<file path="config.mk">
export PLATFORM = sky130hd
export DESIGN_NAME = vga_timing_gen_flat
export DESIGN_NICKNAME = d
export VERILOG_FILES = /design/src/rtl/vga_timing_gen_if.sv /design/src/rtl/vga_timing_gen.sv /design/src/flat_wrapper.sv
export SDC_FILE = /design/constraint.sdc
export NUM_CORES = 1
export LEC_CHECK = 0
export ABC_AREA = 0
export ABC_CLOCK_PERIOD_IN_PS = 2100
export BUFFER_PORTS_ARGS = -buffer_cell sky130_fd_sc_hd__buf_2
export CORE_ASPECT_RATIO = 0.5
export CORE_MARGIN = 2
export CORE_UTILIZATION = 35
export DETAILED_ROUTE_END_ITERATION = 12
export HOLD_SLACK_MARGIN = 0.05
export PLACE_DENSITY = 0.56
export SLEW_MARGIN = 10
export SYNTH_ARGS = -nofsm -noshare
export SYNTH_HDL_FRONTEND = slang
export SYNTH_SLANG_ARGS = --single-unit
</file>
<file path="constraint.sdc">
create_clock -name clk_100MHz -period 2.1 [get_ports clk_100MHz]
set_input_delay 0.105 -clock clk_100MHz [delete_from_list [all_inputs] [get_ports clk_100MHz]]
set_output_delay 0.105 -clock clk_100MHz [all_outputs]
set_load 0.1 [all_outputs]
</file>
<file path="src/rtl/vga_timing_gen_if.sv">
// Raster timing bundle between the VGA timing generator (master) and the
// pixel-generation logic (slave). The slave side supplies the run enable.
interface vga_timing_gen_if #(
  parameter int unsigned CW = 10
);
  logic          enable;
  logic          p_tick;
  logic [CW-1:0] x;
  logic [CW-1:0] y;
  logic          hsync;
  logic          vsync;
  logic          video_on;
  logic          line_start;
  logic          frame_start;

  modport master (
    input  enable,
    output p_tick, x, y, hsync, vsync, video_on, line_start, frame_start
  );

  modport slave (
    output enable,
    input  p_tick, x, y, hsync, vsync, video_on, line_start, frame_start
  );
endinterface

</file>
<file path="src/rtl/vga_timing_gen.sv">
// Parametrised VGA raster timing generator: pixel-rate divider, x/y raster
// counters, registered sync/video decode with optional pixel-delay pipeline.
module vga_timing_gen #(
  parameter int unsigned CLK_DIV   = 4,
  parameter int unsigned H_ACTIVE  = 640,
  parameter int unsigned H_FRONT   = 16,
  parameter int unsigned H_SYNC    = 96,
  parameter int unsigned H_BACK    = 48,
  parameter int unsigned V_ACTIVE  = 480,
  parameter int unsigned V_FRONT   = 10,
  parameter int unsigned V_SYNC    = 2,
  parameter int unsigned V_BACK    = 33,
  parameter bit          HSYNC_POL = 1'b0,
  parameter bit          VSYNC_POL = 1'b0,
  parameter int unsigned PIPE_DLY  = 0,
  parameter int unsigned CW        = 10
) (
  input  logic             clk_100MHz,
  input  logic             reset,
  vga_timing_gen_if.master tmg
);

  localparam int unsigned HT     = H_ACTIVE + H_FRONT + H_SYNC + H_BACK;
  localparam int unsigned VT     = V_ACTIVE + V_FRONT + V_SYNC + V_BACK;
  localparam int unsigned HS_BEG = H_ACTIVE + H_FRONT;
  localparam int unsigned HS_END = HS_BEG + H_SYNC;
  localparam int unsigned VS_BEG = V_ACTIVE + V_FRONT;
  localparam int unsigned VS_END = VS_BEG + V_SYNC;
  localparam int unsigned DW     = (CLK_DIV > 1) ? $clog2(CLK_DIV) : 1;

  localparam logic [DW-1:0] DIV_LAST = DW'(CLK_DIV - 1);
  localparam logic [CW-1:0] X_LAST   = CW'(HT - 1);
  localparam logic [CW-1:0] Y_LAST   = CW'(VT - 1);
  localparam bit            TICK_RST = (CLK_DIV == 1);

  typedef struct packed {
    logic video_on;
    logic vsync;
    logic hsync;
  } dec_t;

  localparam dec_t DEC_IDLE = '{video_on: 1'b0, vsync: ~VSYNC_POL, hsync: ~HSYNC_POL};

  logic [DW-1:0] div_q, div_d;
  logic          p_tick_q, p_tick_d;
  logic [CW-1:0] x_q, x_d;
  logic [CW-1:0] y_q, y_d;
  logic          line_q, line_d;
  logic          frame_q, frame_d;
  logic          x_wrap, y_wrap;
  dec_t          pipe_q [PIPE_DLY+1];
  dec_t          pipe_d [PIPE_DLY+1];

  // Pin-level sync/video decode for a raster position.
  function automatic dec_t decode(input logic [CW-1:0] xv, input logic [CW-1:0] yv);
    dec_t d;
    d.hsync    = ((32'(xv) >= HS_BEG) && (32'(xv) < HS_END)) ? HSYNC_POL : ~HSYNC_POL;
    d.vsync    = ((32'(yv) >= VS_BEG) && (32'(yv) < VS_END)) ? VSYNC_POL : ~VSYNC_POL;
    d.video_on = (32'(xv) < H_ACTIVE) && (32'(yv) < V_ACTIVE);
    return d;
  endfunction

  always_ff @(posedge clk_100MHz or posedge reset) begin
    if (reset) begin
      div_q    <= '0;
      p_tick_q <= TICK_RST;
      x_q      <= '0;
      y_q      <= '0;
      line_q   <= 1'b0;
      frame_q  <= 1'b0;
      for (int unsigned i = 0; i <= PIPE_DLY; i++) pipe_q[i] <= DEC_IDLE;
    end else begin
      div_q    <= div_d;
      p_tick_q <= p_tick_d;
      x_q      <= x_d;
      y_q      <= y_d;
      line_q   <= line_d;
      frame_q  <= frame_d;
      for (int unsigned i = 0; i <= PIPE_DLY; i++) pipe_q[i] <= pipe_d[i];
    end
  end

  // Next-state: decode and pipeline move only on advance edges so the
  // outputs stay deasserted until the first pixel after (re)start.
  always_comb begin
    div_d    = div_q;
    p_tick_d = p_tick_q;
    x_d      = x_q;
    y_d      = y_q;
    line_d   = 1'b0;
    frame_d  = 1'b0;
    x_wrap   = (x_q == X_LAST);
    y_wrap   = (y_q == Y_LAST);
    for (int unsigned i = 0; i <= PIPE_DLY; i++) pipe_d[i] = pipe_q[i];

    if (!tmg.enable) begin
      div_d    = '0;
      p_tick_d = TICK_RST;
      x_d      = '0;
      y_d      = '0;
      for (int unsigned i = 0; i <= PIPE_DLY; i++) pipe_d[i] = DEC_IDLE;
    end else begin
      div_d    = (div_q == DIV_LAST) ? '0 : div_q + 1'b1;
      p_tick_d = (div_d == DIV_LAST);
      if (p_tick_q) begin
        x_d = x_wrap ? '0 : x_q + 1'b1;
        if (x_wrap) y_d = y_wrap ? '0 : y_q + 1'b1;
        line_d  = x_wrap;
        frame_d = x_wrap && y_wrap;
        pipe_d[0] = decode(x_d, y_d);
        for (int unsigned i = 1; i <= PIPE_DLY; i++) pipe_d[i] = pipe_q[i-1];
      end
    end
  end

  assign tmg.p_tick      = p_tick_q;
  assign tmg.x           = x_q;
  assign tmg.y           = y_q;
  assign tmg.line_start  = line_q;
  assign tmg.frame_start = frame_q;
  assign tmg.hsync       = pipe_q[PIPE_DLY].hsync;
  assign tmg.vsync       = pipe_q[PIPE_DLY].vsync;
  assign tmg.video_on    = pipe_q[PIPE_DLY].video_on;

endmodule

</file>
<file path="src/flat_wrapper.sv">
// flat-port wrapper written by rule: the top's interface ports become plain ports
module vga_timing_gen_flat 
#(
  parameter int unsigned CLK_DIV   = 4,
  parameter int unsigned H_ACTIVE  = 640,
  parameter int unsigned H_FRONT   = 16,
  parameter int unsigned H_SYNC    = 96,
  parameter int unsigned H_BACK    = 48,
  parameter int unsigned V_ACTIVE  = 480,
  parameter int unsigned V_FRONT   = 10,
  parameter int unsigned V_SYNC    = 2,
  parameter int unsigned V_BACK    = 33,
  parameter bit          HSYNC_POL = 1'b0,
  parameter bit          VSYNC_POL = 1'b0,
  parameter int unsigned PIPE_DLY  = 0,
  parameter int unsigned CW        = 10
)
  (clk_100MHz, reset, tmg_enable, tmg_p_tick, tmg_x, tmg_y, tmg_hsync, tmg_vsync, tmg_video_on, tmg_line_start, tmg_frame_start);
  vga_timing_gen_if #(.CW(CW)) tmg_i ();
  input  logic clk_100MHz;
  input  logic reset;
  input wire logic [$bits(tmg_i.enable)-1:0] tmg_enable;
  output wire logic [$bits(tmg_i.p_tick)-1:0] tmg_p_tick;
  output wire logic [$bits(tmg_i.x)-1:0] tmg_x;
  output wire logic [$bits(tmg_i.y)-1:0] tmg_y;
  output wire logic [$bits(tmg_i.hsync)-1:0] tmg_hsync;
  output wire logic [$bits(tmg_i.vsync)-1:0] tmg_vsync;
  output wire logic [$bits(tmg_i.video_on)-1:0] tmg_video_on;
  output wire logic [$bits(tmg_i.line_start)-1:0] tmg_line_start;
  output wire logic [$bits(tmg_i.frame_start)-1:0] tmg_frame_start;
  assign tmg_i.enable = tmg_enable;
  assign tmg_p_tick = tmg_i.p_tick;
  assign tmg_x = tmg_i.x;
  assign tmg_y = tmg_i.y;
  assign tmg_hsync = tmg_i.hsync;
  assign tmg_vsync = tmg_i.vsync;
  assign tmg_video_on = tmg_i.video_on;
  assign tmg_line_start = tmg_i.line_start;
  assign tmg_frame_start = tmg_i.frame_start;
  vga_timing_gen #(.CLK_DIV(CLK_DIV), .H_ACTIVE(H_ACTIVE), .H_FRONT(H_FRONT), .H_SYNC(H_SYNC), .H_BACK(H_BACK), .V_ACTIVE(V_ACTIVE), .V_FRONT(V_FRONT), .V_SYNC(V_SYNC), .V_BACK(V_BACK), .HSYNC_POL(HSYNC_POL), .VSYNC_POL(VSYNC_POL), .PIPE_DLY(PIPE_DLY), .CW(CW)) u_core (.clk_100MHz(clk_100MHz), .reset(reset), .tmg(tmg_i));
endmodule
</file>
==> key figures <==
Clock tree
  – Clk_lat worst skew: about 0.28 ns
  – H-Tree Depth: 1
  – Deepest clock path buffer count: 2
  – CTS root buffer: clkbuf_8
  – Number of clock sinks: 28
  – CTS tree: done
  – CTS clk-pin slew, worst paths: ~0.1 ns
  – CTS buffer count: 3

Worst setup path
  – Origin of the critical flop-to-flop path: u_core.tmg.x[0]
  – Max Fanout on Critical Path: 7
  – Cells along the critical path: ha_4 -> and4_2 -> nand3_2 -> a2111oi_2 -> a41oi_1 -> a32o_1
  – Crit. End Element: flop
  – WP buf/inv: 0
  – Critical path launch point type: flop
  – Worst Path Required: between 2 and 2.5 ns
  – Critical-path top delay cell: dfrtp_4
  – Max incr delay on CP: around 0.47 ns
  – Setup crit start: u_core.tmg.x[0]
  – WP data arrival: roughly 2.1 ns
  – WS Path Type: reg2reg
  – CP top delay family: compound AO/OA/AOI/OAI gates

Floorplan
  – Starting Density: 36.76%
  – Core area: 0.005000 mm^2
  – Die width: about 110 um
  – Die area: just under 0.006 mm^2
  – Die H: around 55 um
  – Top Ports: 29
  – Site row count: 18

Finish
  – Sequential cell area: roughly 750 um^2
  – Inserted Diodes: 0
  – Layout Nets: 256
  – P&R area growth vs syn: 23.83%
  – Multi-input gate area: around 0.0011 mm^2
  – Filler Cells Inserted: about 500
  – Fraction of layout cells with a size suffix above 1: 34.82%
  – Fin area: ~0.0023 mm^2

Timing
  – Setup skew after layout: roughly 0.0041 ns
  – Unrepaired setup endpoints after global routing: no
  – Worst slew margin: between 60% and 70%
  – Slew @ Worst Pin: approximately 0.50 ns
  – Final hold vios: 0
  – Fmax: between 0.5 and 0.6 GHz
  – Setup violators final: 0
  – Max-slew violation count: 0
  – Hold slack: about 0.08 ns
  – Clock period minus worst slack: between 1.5 and 2 ns
  – Final worst path period share: 93.35%

Routing
  – Initial DRC count: roughly 70
  – TritonRoute pass-1 iters: 4
  – WL final: a little under 5000 um
  – Vias: ~1700
  – Antenna-violating nets left: 0
  – Residual DRC count: 0
  – Drt wl/cell: between 15 and 20 um
  – Via/cell ratio: around 5.4

Power
  – Combinational Power Share: around 9%
  – Int Pwr: roughly 0.74 mW
  – Clk pwr share: 35.5%
  – Worst VDD drop: between 0.2 and 0.3 mV
  – NetSw: around 0.27 mW
  – Net Sw Frac: between 20% and 30%
  – PD cells: 440.2 mW/mm^2
  – LEAKAGE: slightly below 0.9 nW
  – Flop pwr share: between 50% and 60%

Job
  – Maxcap violations: 0

Place
  – Gpl congestion: 0.8419
  – DP HPWL: roughly 3500 um
  – Placed Area: roughly 0.0022 mm^2
  – IO buf count: 28

Global routing
  – Largest net degree at the start of global routing: 29
  – Vias in the first global route: between 1500 and 2000
  – Initial antenna violation count: 0
  – GRT overflow: 0
  – Gr usage total: between 15 and 20%
  – Global-route wire length before repair: just over 8000 um

Logic synthesis
  – Share of the synthesized area in the top cell type: between 30 and 40%
  – Synthesized instance count: between 200 and 250
  – Mapped Avg Cell Area: 8.629 um^2
  – Synth cell count leaders: dfrtp_1, nor2_1, nand2_1
  – Netlist cell types: 50
  – Synth Register Bits: 28
  – Syn Nets: approximately 220
  – Synthesis Warnings: 0
  – Mapped cell area: between 0.0015 and 0.002 mm^2
  – Sequential fraction of the synthesis area: a little under two fifths
  – Synth area leaders: dfrtp_1, nor2_1, a21oi_1
  – Largest area contributor in the netlist: dfrtp_1
  – Post-synth ARST share: 100.0%
  – Synth Flop Type: dfrtp_1
  – Post-synth EDFFs: 0

Worst hold path
  – Hold Crit Start: tmg_enable
  – HP Class: in2reg

Run status
  – Status: completed
[power by group through the flow]
stage          Clock, mW  Combinational [mW]  Sequential, mW
6_report           0.356              0.0904           0.556
5_1_grt            0.386              0.0989           0.558
4_1_cts            0.373              0.0921           0.556
3_5_place_dp           0              0.0907           0.567
3_3_place_gp           0              0.0880           0.566
2_1_floorplan          0              0.0337           0.596
[sequential cells by signal (all words and copies together), names as in the netlist]
register / count
u_core.tmg.x: 10
u_core.tmg.y: 10
u_core.div_q: 2
u_core.tmg.frame_start: 1
u_core.tmg.hsync: 1
u_core.tmg.line_start: 1
u_core.tmg.p_tick: 1
u_core.tmg.video_on: 1
u_core.tmg.vsync: 1
[per-stage QoR]
stage,instances,TNS (ns),util [%],total power [mW],setup slack [ns]
finish,317,0,45.52,1.002,0.1397
global route,317,0,45.52,1.042,0.04568
detailed placement,310,0,43.39,0.6578,0.07893
global placement,310,0,43.39,0.6543,0.1267
floorplan,213,-0.3865,-,0.6301,-0.1586
CTS,315,0,44.69,1.021,0.06412
[layout by cell type, fill, tap and decap left out, types with 4 or more instances in the layout]
cell type  synthesis  layout
nand3_1           10      10
inv_1              9       7
clkbuf_8           0       4
nor2_1            26      26
nand2_1           14      14
and2_1             6       6
o21ai_0            6       6
or4_1              4       4
buf_4              0      16
nand4_1            9       9
dfrtp_4            0       9
xor2_1             5       5
a31oi_1            4       4
ha_1               5       4
a21oi_1           13      13
nor3_1             9       8
buf_2              7      28
dfrtp_2            0      11
dfrtp_1           26       6
[layer usage]
metal  GRT usage [%]  up-vias  wire, um
met2           27.75       44      2242
met1           24.94      805      2460
met5               0        -         0
met3           3.778        4       224
li1                -      859         -
met4           3.340        0        45
[layout make-up]
| cell class | count | area share (%) |
|---|---|---|
| Multi-Input combinational cell | 161 | 47.39 |
| Sequential cell | 28 | 32.99 |
| Timing Repair Buffer | 45 | 11.87 |
| Tap cell | 70 | 3.848 |
| Clock buffer | 4 | 2.419 |
| Inverter | 9 | 1.484 |
[cells by family after synthesis]
| kind of cell | share of synthesized area (%) |
|---|---|
| AND/OR/NAND/NOR | 32.13 |
| AO/OA/AOI/OAI | 16.34 |
| buffers and inverters | 5.378 |
| adder cells (fa/ha/maj) | 3.404 |
| XOR/XNOR | 2.859 |
| flip-flops | 38.26 |
| multiplexers | 1.634 |
[worst reg2reg max path, stage by stage, from the launching register on]
cell,delay (ns)
dfrtp_4,0.47
ha_4,0.19
and4_2,0.32
nand3_2,0.12
a2111oi_2,0.41
a41oi_1,0.11
a32o_1,0.24
[repair_timing]
action | 4_1_cts | 5_1_grt
buffers inserted | 0 | 2
resized for setup | 0 | 5
hold endpoints to repair | 26 | 0
hold buffers | 1 | 0
setup endpoints to repair | 0 | 2
[final timing paths]
path,end,slack [ns],cells past startpoint
worst min-delay path,u_core.tmg.p_tick,0.08,2
worst min register to register,u_core.div_q[0],0.47,1
min in group asynchronous,u_core.tmg.x[4],0.43,4
max in group asynchronous,u_core.tmg.vsync,1.35,4
worst max register to register,u_core.tmg.video_on,0.14,6
worst max-delay path,u_core.tmg.video_on,0.14,6
Power figures use the tool's default switching activity.
